**config.mk**
```make
export PLATFORM = sky130hd
export DESIGN_NAME = packet_router
export DESIGN_NICKNAME = d
export VERILOG_FILES = /design/src/rtl/packet_router.sv
export SDC_FILE = /design/constraint.sdc
export NUM_CORES = 1
export LEC_CHECK = 0
export ABC_AREA = 1
export CAP_MARGIN = 20
export CORE_MARGIN = 10
export CORE_UTILIZATION = 37
export CTS_CLUSTER_DIAMETER = 150
export DETAILED_ROUTE_END_ITERATION = 10
export SLEW_MARGIN = 20
export SYNTH_ARGS = -nofsm -noshare
export SYNTH_HDL_FRONTEND = slang
export SYNTH_SLANG_ARGS = --single-unit
```
**constraint.sdc**
```tcl
create_clock -name clk -period 4.75 [get_ports clk]
set_input_delay 1.1875 -clock clk [delete_from_list [all_inputs] [get_ports clk]]
set_output_delay 1.1875 -clock clk [all_outputs]
set_load 0.02 [all_outputs]
```
**src/rtl/packet_router.sv**
```systemverilog
// Packet sink: parity screen, small in-order FIFO, one-hot routing to four ports.
// Optional feature macro: PKT_PARITY_CHECK_EN (even-parity screening and err_count).
module packet_router #(
  parameter int FIFO_DEPTH = 4,
  parameter int CNT_W      = 8
) (
  input  logic                          clk,
  input  logic                          rst,
  input  logic                          packet_valid,
  input  logic [12:0]                   packet,
  output logic [3:0]                    out_valid,
  input  logic [3:0]                    out_ready,
  output logic [9:0]                    out_data,
  output logic [$clog2(FIFO_DEPTH):0]   fifo_count,
  output logic [CNT_W-1:0]              drop_count,
  output logic [CNT_W-1:0]              err_count
);

  localparam int PTR_W = $clog2(FIFO_DEPTH);
  localparam int OCC_W = PTR_W + 1;
  localparam logic [OCC_W-1:0] FULL_OCC = OCC_W'(FIFO_DEPTH);

  // Entries hold {dest[1:0], payload[9:0]}; the parity bit is not needed past the input.
  logic [11:0]      mem_q [FIFO_DEPTH];
  logic [PTR_W-1:0] wr_ptr_q, wr_ptr_d;
  logic [PTR_W-1:0] rd_ptr_q, rd_ptr_d;
  logic [OCC_W-1:0] count_q, count_d;
  logic [CNT_W-1:0] drop_q, drop_d;

  logic [11:0] head;
  logic        empty;
  logic        full;
  logic        pop;
  logic        push;
  logic        parity_err;

`ifdef PKT_PARITY_CHECK_EN
  assign parity_err = ^packet;
`else
  logic unused_parity_bit;
  assign parity_err        = 1'b0;
  assign unused_parity_bit = packet[0];
`endif

  assign head  = mem_q[rd_ptr_q];
  assign empty = (count_q == '0);
  assign full  = (count_q == FULL_OCC);

  // NOTE: combinational blocks use blocking '=' with every output defaulted first,
  // so no path leaves a value unassigned and no latch is inferred.
  always_comb begin
    out_valid = 4'b0000;
    out_data  = 10'd0;
    if (!empty) begin
      out_valid = 4'b0001 << head[11:10];
      out_data  = head[9:0];
    end
  end

  // Only the head's own port can pop it; readiness elsewhere is irrelevant.
  assign pop  = |(out_valid & out_ready);
  assign push = packet_valid && !parity_err && (!full || pop);

  always_comb begin
    wr_ptr_d = wr_ptr_q;
    rd_ptr_d = rd_ptr_q;
    count_d  = count_q;
    drop_d   = drop_q;
    if (push) wr_ptr_d = wr_ptr_q + 1'b1;
    if (pop)  rd_ptr_d = rd_ptr_q + 1'b1;
    if (push && !pop)      count_d = count_q + 1'b1;
    else if (pop && !push) count_d = count_q - 1'b1;
    if (packet_valid && !parity_err && full && !pop && (drop_q != '1))
      drop_d = drop_q + 1'b1;
  end

  // NOTE: sequential state uses non-blocking '<=' so every register samples
  // pre-edge values regardless of block ordering.
  always_ff @(posedge clk) begin
    if (rst) begin
      wr_ptr_q <= '0;
      rd_ptr_q <= '0;
      count_q  <= '0;
      drop_q   <= '0;
    end else begin
      wr_ptr_q <= wr_ptr_d;
      rd_ptr_q <= rd_ptr_d;
      count_q  <= count_d;
      drop_q   <= drop_d;
    end
  end

  // NOTE: storage is deliberately not reset; occupancy gates every read, so
  // stale contents are never visible and the array stays plain flops/RAM.
  always_ff @(posedge clk) begin
    if (push) mem_q[wr_ptr_q] <= packet[12:1];
  end

`ifdef PKT_PARITY_CHECK_EN
  logic [CNT_W-1:0] err_q, err_d;

  always_comb begin
    err_d = err_q;
    if (packet_valid && parity_err && (err_q != '1)) err_d = err_q + 1'b1;
  end

  always_ff @(posedge clk) begin
    if (rst) err_q <= '0;
    else     err_q <= err_d;
  end

  assign err_count = err_q;
`else
  assign err_count = '0;
`endif

  assign fifo_count = count_q;
  assign drop_count = drop_q;

endmodule
```
Word level (Yosys, flattened, before mapping)
Memory sizes are Yosys's and may differ from the RTL's. A register that Yosys moved wholly into a read port is not among the register bits.
Cells that the tools add are included.
{ "classes": {"n_bitwise": 1, "add_sub_neg": 5, "reduce_logical": 13, "n_shift": 1, "n_eq_ne": 2, "mux": 8} }
{ "ops": {"columns": ["operator", "count"], "rows": [
  ["2-to-1 mux 10 bit", 1],
  ["adder 8 x 1 -> 8 bit (second input constant)", 1],
  ["inequality test 8 bit (second input constant)", 1],
  ["logical AND 1 bit", 6],
  ["2-to-1 mux 3 bit", 2],
  ["adder 2 x 1 -> 2 bit (second input constant)", 2],
  ["AND 4 bit", 1],
  ["2-to-1 mux 2 bit", 2],
  ["2-to-1 mux 4 bit", 1],
  ["OR reduction 4 bit", 1],
  ["left shift 1 x 2 -> 4 bit (first input constant)", 1],
  ["adder 3 x 1 -> 3 bit (second input constant)", 1],
  ["== test 3 bit (second input constant)", 1],
  ["zero test 1 bit", 3],
  ["zero test 3 bit", 1],
  ["subtractor 3 x 1 -> 3 bit (second input constant)", 1],
  ["2-to-1 mux 1 bit", 2],
  ["nonzero test 2 bit", 1],
  ["logical OR 1 bit", 1]
]} }
{ "word_totals": {"input_bits": 20, "out_inout_bits": 33, "reg_bits": 15, "memories": 1, "ramBits": 48, "word_cells": 35} }
{ "memory_table": {"columns": ["name", "depth", "word_bits", "rd", "rd_clocked_by_memory_dff", "write_ports", "line_no", "rtl"], "rows": [
  ["mem_q", 4, 12, 1, 1, 1, "24", "logic [11:0] mem_q [FIFO_DEPTH];"]
]} }

Longest topological paths before layout
Gate-level depths: netlist (run 1).
{ "logic_depth": {"word_depth": 10, "depth_mapped": 19, "depth_no_buf": 18} }

Worst setup path before layout (run 1)
Ideal clock, no wire load.
{ "synth_timing": {"path_kind": "in2reg", "startpoint": "input port out_ready[1]", "endpoint": "register count_q[2] (netlist: fifo_count[2])", "arrival_ns": 2.693, "setup_ns": 0.122, "required_ns": 4.628, "path_buffers": 0, "stages": 13, "setup_slack_ns": 1.935, "cell_sequence": "nand4_1 -> nand2_2 -> nor2_4 -> nand2_1 -> nand2_1 -> inv_1 -> ha_1 -> inv_1 -> fa_1 -> a21oi_1 -> o21ai_0 -> o21ai_0 -> a21oi_1"} }
{ "synth_via": {"elab_chain_cells": 7, "elab_cells_between_ends": 10} }
{ "synth_rtl": {"columns": ["element", "line_no", "rtl"], "rows": [
  ["start, declared", "12", "input logic [3:0] out_ready,"],
  ["AND 4 bit *", "61", "assign pop = |(out_valid & out_ready);"],
  ["OR reduction 4 bit *", "61", null],
  ["logical OR 1 bit *", "62", "assign push = packet_valid && !parity_err && (!full || pop);"],
  ["logical AND 1 bit *", "62", null],
  ["via push", "34", "logic push;"],
  ["zero test 1 bit", "72", "else if (pop && !push) count_d = count_q - 1'b1;"],
  ["logical AND 1 bit", "72", null],
  ["nonzero test 2 bit (no source line)", null, null],
  ["end signal, assigned", "88", "count_q <= count_d;"],
  ["end, declared", "27", "logic [OCC_W-1:0] count_q, count_d;"]
]} }
Mark *: on every way through the listed nets, which the timed path passes. The rest lies on a longest branch.
A chain may end at the register's enable or synchronous reset.

==> summary.txt, run 1 <==
STA
  – Worst slew pin tran: roughly 0.7 ns
  – Fin. Hold Viols: 0
  – Max transition margin: 0.519
  – Final period utilization: 0.782
  – Post-Route Setup TNS: 0 ns
  – Crit path time final: approximately 3.7 ns
  – Setup violators final: 0
  – Slew Viols, Final: 0
  – Worst clock skew: a little over 0.006 ns
  – Fmax: ~270 MHz
  – Unrepaired setup endpoints after global routing: false

Critical path
  – WP data required: between 3 and 4 ns
  – CP endpoint kind: primary output
  – Slowest cell delay on critical path: approximately 0.67 ns
  – Critical path data arrival time: 2.53 ns
  – Reg2reg setup slack: 1.39 ns
  – Crit start category: flop
  – Setup CP Type: flop to primary output
  – CP Max Fanout: 14
  – Crit-path slowest cell: dfxtp_1
  – Crit path max-delay family: buffers and inverters
  – Reg2reg end: fifo_count[1]
  – CP Buf/Inv Count: 2
  – Worst-path cell chain: inv_1, nor2_1, o21ai_0, a21oi_1, clkdlybuf4s50_1
  – Worst Reg2Reg Path Length in Cells: 14

Logic synthesis
  – Post-synthesis mux area share: 0
  – Synthesized flop and latch total: 65
  – Count of unique library cells instantiated by Yosys: 26
  – Simple-Gate Fraction of Synth Area: 0.220
  – Seq/Total Area, Yosys: 0.603
  – Warning count from the yosys run: 0
  – Area of the mapped netlist: between 0.002 and 0.003 mm^2
  – Main combinational cell family by area after synthesis: simple AND/OR/NAND/NOR gates
  – Synth area leader: edfxtp_1
  – Post-Syn Instances: roughly 300
  – Syn avg cell area: roughly 9.7 um^2
  – Compound-Gate Fraction of Synth Area: 0.0661
  – Top-area cell type share of the netlist area: 0.488
  – Area contributors post-synth: edfxtp_1 (49%), dfxtp_1 (12%), nor2_1 (8.0%), nand2_1 (5.0%), o21ai_0 (3.9%)
  – Synth Area in XOR/XNOR: 0.00297
  – Synth Area in Adders: 0.0322

Routing
  – Drt via density: roughly 4.6
  – Routed WL: 6050 um
  – Pre-antenna DRT Iters: 5
  – Drt drc: 0
  – Routed wire per std cell: around 13 um
  – Initial drt markers: around 110
  – DRT antenna net count: 0
  – Via count: between 2,000 and 2,500

Clock tree
  – Clock-pin slew on the worst setup and hold paths: 0.07 ns
  – Post-CTS setup buffer count: 0
  – TritonCTS Buffers: 9
  – Worst-skew pair later-pin latency: about 0.33 ns
  – Clock Tree Buf Depth: 2
  – CTS tree: built
  – CTS Hold Bufs: 0
  – Num Clock Sinks: 65
  – Root Buffer Master: clkbuf_8
  – Post-CTS resize count: 0
  – H-tree depth: 3

Finish
  – Most frequent cells in the layout: nor2_1 (63), edfxtp_1 (48), clkdlybuf4s50_1 (43)
  – Layout Area Growth over Synthesis: 22.5%
  – Nets: 380
  – Filler cells: ~730
  – Most common cell after layout, fill and taps aside: nor2_1
  – Finished Cell Area: between 0.003 and 0.004 mm^2
  – Layout cells sized above 1: 0.0815
  – # diodes: 0

Global route
  – GRT overflow: 0
  – Initial antenna violation count: 0
  – Total GRT Usage: 0.104
  – Largest net degree at the start of global routing: 25
  – Number of global-route vias before repair: 2,007
  – First-pass GRT wire length: between 9000 and 10,000 um

Worst hold path
  – Hold endpoint: drop_count[2]
  – Worst hold start: drop_count[2]
  – Hold depth: 2
  – Hold Crit Class: flop to flop

Pwr
  – Pwr per Cell Area: 527 mW/mm^2
  – VDD IR max: about 0.19 mV
  – Total Power: 1.91 mW
  – LEAKAGE: 1.35 nW

Placement
  – HPWL after DPL: 4200 um
  – GPL Wtd Cong: just under 0.8
  – Port buffer count: 43
  – Area after DPL: ~0.0035 mm^2

Floorplanning
  – FP Rows: 32
  – Die footprint: about 0.012 mm^2
  – Top Ports: 53
  – Die Height: between 100 and 150 um
  – Die W: roughly 110 um
  – Initial Util: 0.382
  – Core box area: roughly 0.0077 mm^2

Status
  – Status: completed

Run
  – Max cap viols: 0
==> layer usage <==
layer  vias to the layer above  track usage  share of wire
met4                         0       0.0530          0.020
li1                       1104            -              -
met3                        10       0.0234          0.054
met5                         -            0              0
met2                        37        0.168           0.48
met1                       976        0.128           0.45
==> registers in the layout (all words and copies together) (netlist names), named ones only <==
| name | flops |
|---|---|
| mem_q | 48 |
| rd_ptr_q | 2 |
| wr_ptr_q | 2 |
| drop_count | 8 |
| fifo_count | 3 |
==> through the flow <==
step,hold slack (ns),worst slack [ns],cells,util
2_1_floorplan,0.476,1.94,312,-
3_3_place_gp,0.470,1.22,444,0.449
3_5_place_dp,0.478,1.14,444,0.449
4_1_cts,0.487,0.939,458,0.468
5_1_grt,0.504,0.756,458,0.468
6_report,0.480,1.03,458,0.468
==> worst max-delay path by stage <==
stage | startpoint | end | depth (start not counted)
2_1_floorplan | out_ready[1] | fifo_count[2] | 13
3_3_place_gp | out_ready[1] | fifo_count[1] | 12
3_5_place_dp | out_ready[1] | fifo_count[1] | 12
4_1_cts | flop | out_data[1] | 5
5_1_grt | flop | out_valid[2] | 5
6_report | flop | out_data[1] | 5
==> cells in the mapped netlist <==
cell type,number
dfxtp_1,17
xor2_1,1
nand3b_1,1
nand3_2,2
nor3_4,1
buf_2,1
nand3_1,15
clkinv_1,1
fa_1,1
ha_1,6
nor2_4,1
o21ai_0,23
nand4_1,8
nor3_1,10
nor2_1,63
nand2_2,5
nor2_2,1
buf_4,9
buf_6,1
clkbuf_1,8
a21oi_1,16
inv_1,25
edfxtp_1,48
inv_4,1
conb_1,1
nand2_1,39
==> report_power, final <==
group          internal [mW]  switching, mW  leakage [nW]
logic                  0.311          0.489         0.699
clock network          0.178          0.189        0.0758
registers              0.683         0.0569         0.579
==> cell type report <==
| class | count | area (um^2) | share of cell area |
|---|---|---|---|
| Clock buffer | 9 | 124 | 0.0342 |
| Clock inverter | 5 | 25.0 | 0.00692 |
| Inverter | 27 | 104 | 0.0287 |
| Multi-Input combinational cell | 201 | 980 | 0.271 |
| Sequential cell | 65 | 1780 | 0.493 |
| Tap cell | 102 | 128 | 0.0353 |
| Timing Repair Buffer | 49 | 475 | 0.131 |
==> tightest hold or removal path, delay by kind of cell (launching register included) <==
kind                   cells  cell delay, ns
AOI/OAI and AO/OA          1            0.05
buffers and inverters      1            0.06
DFF                        1            0.33
==> cell families (layout without fill, tap and decap cells) <==
logic type | Yosys count | after routing
and+or+nand+nor | 146 | 146
adders and majority gates | 7 | 7
buffers and inverters | 46 | 90
DFF | 65 | 65
xor gates and xnor gates | 1 | 1
AOI/OAI and AO/OA | 39 | 39
other | 1 | 8
Power figures use the tool's default switching activity.
==> run 2: changes to the inputs <==
- clock period: 4.75 -> 3.65 ns (I/O delays scaled with it)
==> run 2 against run 1 <==
Critical path depth up 1. Global-route usage up 0.34 points. Utilization up 0.53 points. Clock-buffer cell count unchanged. Total power up 33%. Clock power up 36%. Sequential power up 28%. Sequential share of layout area down 0.56 points. Clock skew up 0.0027 ns. Wire length up 3.3%. Worst hold slack better by 0.0038 ns. Largest power group unchanged. Highest routed layer unchanged.
==> summary.txt, run 2 (synthesis gave the netlist of run 1 again) <==
Critical path
  – WP data required: approximately 2.7 ns
  – Critical path data arrival time: between 2 and 2.5 ns
  – Reg2reg end: fifo_count[2]
  – Setup CP Type: flop to primary output
  – CP Max Fanout: 20
  – Worst Reg2Reg Path Length in Cells: 18
  – CP endpoint kind: primary output
  – Crit start category: flop
  – Reg2reg setup slack: ~0.93 ns

Worst hold path
  – Worst hold start: drop_count[2]
  – Hold endpoint: drop_count[2]
  – Hold depth: 2
  – Hold Crit Class: flop to flop

Global route
  – Total GRT Usage: 0.107
  – GR Util met3: 0.0275
  – Met2 global-route usage: 0.176
  – First-pass GRT wire length: 10,000 um
  – Busiest grt layer: met2
  – Initial antenna violation count: 0
  – Met1 Track Usage GR: 0.129
  – Largest net degree at the start of global routing: 25
  – Number of global-route vias before repair: between 2,000 and 2,500
  – GRT overflow: 0

Routing
  – Routed wire per std cell: around 13 um
  – DRT antenna net count: 0
  – Routed WL: 6240 um
  – Pre-antenna DRT Iters: 4
  – Via count: 2,155
  – Drt via density: about 4.7
  – Drt drc: 0
  – Initial drt markers: roughly 110

Clock tree
  – Post-CTS resize count: 0
  – H-tree depth: 3
  – Worst-skew pair later-pin latency: about 0.33 ns
  – CTS Hold Bufs: 0
  – Root Buffer Master: clkbuf_8
  – Clock-pin slew on the worst setup and hold paths: 0.07 ns
  – Num Clock Sinks: between 60 and 70
  – Post-CTS setup buffer count: 0
  – TritonCTS Buffers: 9
  – Clock Tree Buf Depth: 2
  – CTS tree: built

STA
  – Unrepaired setup endpoints after global routing: false
  – Post-Route Setup TNS: 0 ns
  – Worst clock skew: just under 0.009 ns
  – Final period utilization: 0.847
  – Setup WS post-layout: around 0.56 ns
  – Crit path time final: between 3 and 4 ns
  – Setup violators final: 0
  – Slew Viols, Final: 0
  – Fmax: ~320 MHz
  – Fin. Hold Viols: 0

Floorplanning
  – Die Height: 109 um
  – FP Rows: 32
  – Top Ports: 53
  – Die W: roughly 110 um
  – Die footprint: approximately 0.012 mm^2
  – Initial Util: 0.382
  – Core box area: between 0.007 and 0.008 mm^2

Finish
  – Final Util: 0.473
  – Most common cell after layout, fill and taps aside: nor2_1
  – Most frequent cells in the layout: nor2_1 (63), edfxtp_1 (48), clkdlybuf4s50_1 (43)
  – Nets: 384
  – Top reg by flops: mem_q
  – # diodes: 0
  – Max FFs per register: 48
  – Layout cells sized above 1: 0.0970
  – Layout Area Growth over Synthesis: 23.9%

Pwr
  – Total Power: approximately 2.5 mW
  – VDD IR max: about 0.30 mV
  – LEAKAGE: 1.37 nW
  – Pwr per Cell Area: 695 mW/mm^2

Placement
  – HPWL after DPL: 4260 um
  – Port buffer count: 43
  – Dpl ws: 0.472 ns
  – GPL Wtd Cong: between 0.7 and 0.8

Status
  – Status: completed

Run
  – Max cap viols: 0
## run 2: cell types whose count changed in the layout (fill, tap and decap cells not counted), sizes merged
cell,previous run,this run
buf,6,10
clkinvlp,1,3
clkinv,5,4
## run 2: worst max path at each step
| stage | slack, ns | endpoint |
|---|---|---|
| CTS | 0.54 | out_data[3] |
| floorplan | 1.11 | fifo_count[2] |
| global placement | 0.50 | fifo_count[2] |
| finish | 0.56 | out_data[3] |
| global route | 0.34 | out_data[7] |
| detailed placement | 0.47 | fifo_count[2] |
## run 2: metrics by stage
step                      instances  instance area [um^2]  hold WS [ns]
after floorplan                 312                  2980         0.476
after global placement          448                  3500         0.470
after detailed placement        448                  3500         0.480
after CTS                       463                  3660         0.491
after global routing            463                  3660         0.513
final                           463                  3660         0.484
## run 2: power by group
group          total (mW)  switching, mW  internal (mW)  leakage [nW]
Combinational        1.10          0.670          0.431         0.718
Sequential          0.945         0.0565          0.888         0.579
Clock               0.496          0.259          0.237        0.0745
Total                2.54          0.986           1.56          1.37
## run 2: area by class of cell
cell class / count / area, um^2
fill: 706 / 4070
clock inverter: 6 / 36.3
tap: 102 / 128
timing repair buffer: 53 / 505
sequential: 65 / 1780
inverter: 27 / 104
multi-input combinational: 201 / 980
clock buffer: 9 / 124
## run 2: per-layer routing
metal,up-vias,part of all wire
met2,35,0.49
met5,-,0
met3,4,0.049
met1,1009,0.44
met4,0,0.012
li1,1107,-
## run 2: worst max-delay path: stages (launching register included)
cell,delay (ns)
dfxtp_1,0.44
buf_4,0.31
nor2_1,0.08
nor2_1,0.09
o21ai_0,0.08
a21oi_1,0.21
clkdlybuf4s50_1,0.65
==> run 3: changes to the inputs <==
- clock period: 3.65 -> 2.5 ns (I/O delays scaled with it)
==> run 3 against run 2 <==
Clock skew shrank 0.0012 ns. Register-to-register slack lost 0.72 ns. Worst hold slack gained 0.0020 ns. Utilization grew 2.7 points. Wire length shrank 0.93%. Sequential power grew 46%. Total power grew 64%. Combinational power grew 51%. Highest routed layer unchanged.
==> summary.txt, run 3 (synthesis gave the netlist of run 1 again) <==
Critical path
  – Crit path max-delay family: buffers and inverters
  – Critical path data arrival time: ~1.7 ns
  – CP Max Fanout: 20
  – Worst-path cell chain: buf_6, nor2_1, nor2_1, o21ai_0, a21oi_1, dlygate4sd2_1
  – Crit-path slowest cell: dfxtp_4
  – CP endpoint kind: primary output
  – Setup CP Type: flop to primary output
  – Most used cell, CP: nor2_1
  – Slowest cell delay on critical path: about 0.39 ns
  – CP Buf/Inv Count: 2
  – WP data required: about 1.9 ns
  – Crit start category: flop

Floorplanning
  – Top Ports: 53
  – Die Height: around 110 um
  – Die W: about 110 um
  – Die footprint: between 0.01 and 0.015 mm^2
  – FP Rows: 32
  – Initial Util: 0.382
  – Core box area: a little under 0.008 mm^2

Pwr
  – Pwr per Cell Area: about 1100 mW/mm^2
  – LEAKAGE: between 1.5 and 2 nW
  – Combinational share of power: 0.399
  – Clock share of power: 0.272
  – Reg power frac: 0.330
  – Total Power: about 4.2 mW
  – VDD IR max: approximately 0.41 mV
  – Switching share of power: 0.350
  – Switch Pwr: 1.46 mW
  – Internal: between 2 and 3 mW

Routing
  – DRT antenna net count: 0
  – Initial drt markers: between 90 and 100
  – Routed WL: between 6000 and 7000 um
  – Pre-antenna DRT Iters: 4
  – Drt via density: approximately 4.6
  – Routed wire per std cell: about 13 um
  – Via count: 2,198
  – Drt drc: 0

STA
  – Unrepaired setup endpoints after global routing: false
  – Setup violators final: 0
  – Worst clock skew: approximately 0.0076 ns
  – Min Hold Slack: 0.486 ns
  – Final period utilization: 0.933
  – Post-Route Setup TNS: 0 ns
  – Fmax: 429 MHz
  – Slew Viols, Final: 0
  – Fin. Hold Viols: 0
  – Crit path time final: 2.33 ns

Finish
  – Final Util: 0.500
  – Most frequent cells in the layout: nor2_1 (63), edfxtp_1 (48), nand2_1 (38)
  – # diodes: 0
  – Filler cells: approximately 720
  – Fin cells: ~480
  – Layout cells sized above 1: 0.139
  – Layout Area Growth over Synthesis: 30.9%
  – Most common cell after layout, fill and taps aside: nor2_1
  – Nets: 396
  – Top reg by flops: mem_q
  – Max FFs per register: 48

Global route
  – First-pass GRT wire length: roughly 9900 um
  – GRT overflow: 0
  – Met1 Track Usage GR: 0.125
  – Busiest grt layer: met2
  – Largest net degree at the start of global routing: 21
  – Initial antenna violation count: 0
  – GR Util met3: 0.0257
  – Total GRT Usage: 0.106
  – Met2 global-route usage: 0.173
  – Number of global-route vias before repair: 2,054

Status
  – Status: completed

Clock tree
  – Clock Tree Buf Depth: 2
  – Num Clock Sinks: 65
  – Clock-pin slew on the worst setup and hold paths: approximately 0.060 ns
  – CTS tree: built
  – Worst-skew pair later-pin latency: approximately 0.33 ns
  – Root Buffer Master: clkbuf_8
  – TritonCTS Buffers: 9
  – H-tree depth: 3

Run
  – Max cap viols: 0

Placement
  – DP Cell Count: 460
  – Port buffer count: 43
  – GPL Wtd Cong: approximately 0.78
  – HPWL after DPL: 4370 um

Worst hold path
  – Hold Crit Class: flop to flop
==> run 3: cell types whose count changed in the layout (fill, tap and decap cells not counted), moves of 2 or more <==
cell,previous run,this run
dlymetal6s2s_1,0,2
buf_4,10,20
clkinvlp_4,3,0
clkdlybuf4s50_1,43,29
clkinv_2,2,0
o21ai_1,0,2
o21ai_0,23,21
dfxtp_1,17,15
bufinv_16,0,4
buf_6,0,2
dlygate4sd2_1,0,12
==> run 3: through the flow <==
step | cell area (um^2) | setup slack, ns
detailed placement | 3590 | -0.213
global placement | 3590 | -0.175
global route | 3860 | 0.00705
CTS | 3830 | 0.0107
floorplan | 2980 | 0.102
finish | 3860 | 0.167
==> run 3: power groups by stage <==
stage               Clock, mW  Combinational [mW]  Sequential, mW
floorplan                   0                1.01            1.41
global placement            0                1.71            1.39
detailed placement          0                1.73            1.39
CTS                      1.15                1.65            1.37
global route             1.19                1.85            1.39
finish                   1.13                1.66            1.38
==> run 3: final cells by class <==
class,count,area (um^2),area share
Tap cell,102,128,0.0330
Clock inverter,5,129,0.0333
Sequential cell,65,1790,0.462
Inverter,27,104,0.0269
Clock buffer,10,128,0.0330
Multi-Input combinational cell,201,997,0.258
Timing Repair Buffer,65,593,0.153
==> run 3: worst paths after layout <==
path                    to  cells after the start  slack (ns)          start
max reg2reg  fifo_count[2]                     18        0.21           flop
min reg2reg  drop_count[2]                      2        0.49  drop_count[2]
max            out_data[1]                      6        0.17           flop
min          drop_count[2]                      2        0.49  drop_count[2]
==> run 3: worst reg2reg max path, stage by stage, from the launching register on <==
cell	delay [ns]
dfxtp_4	0.37
inv_4	0.07
nand2_1	0.07
nand3_2	0.08
nand2_4	0.08
nor2_4	0.10
nand3_1	0.09
nand2_2	0.10
nor2_4	0.04
nand2_1	0.07
nand2_1	0.07
inv_1	0.07
ha_1	0.14
inv_1	0.05
fa_1	0.38
a21oi_1	0.15
o21ai_1	0.09
o21ai_1	0.12
a21oi_1	0.05
==> run 3: timing repair <==
action	CTS	global route
endpoints found under the setup margin	14	4
gates resized for setup	14	12
setup buffers	0	0
pin swaps	0	0
hold buffers	0	0
==> run 3: metal layers <==
metal / vias to the layer above / part of all wire
met2: 44 / 0.48
met5: - / 0
li1: 1131 / -
met1: 1012 / 0.44
met4: 0 / 0.022
met3: 11 / 0.051
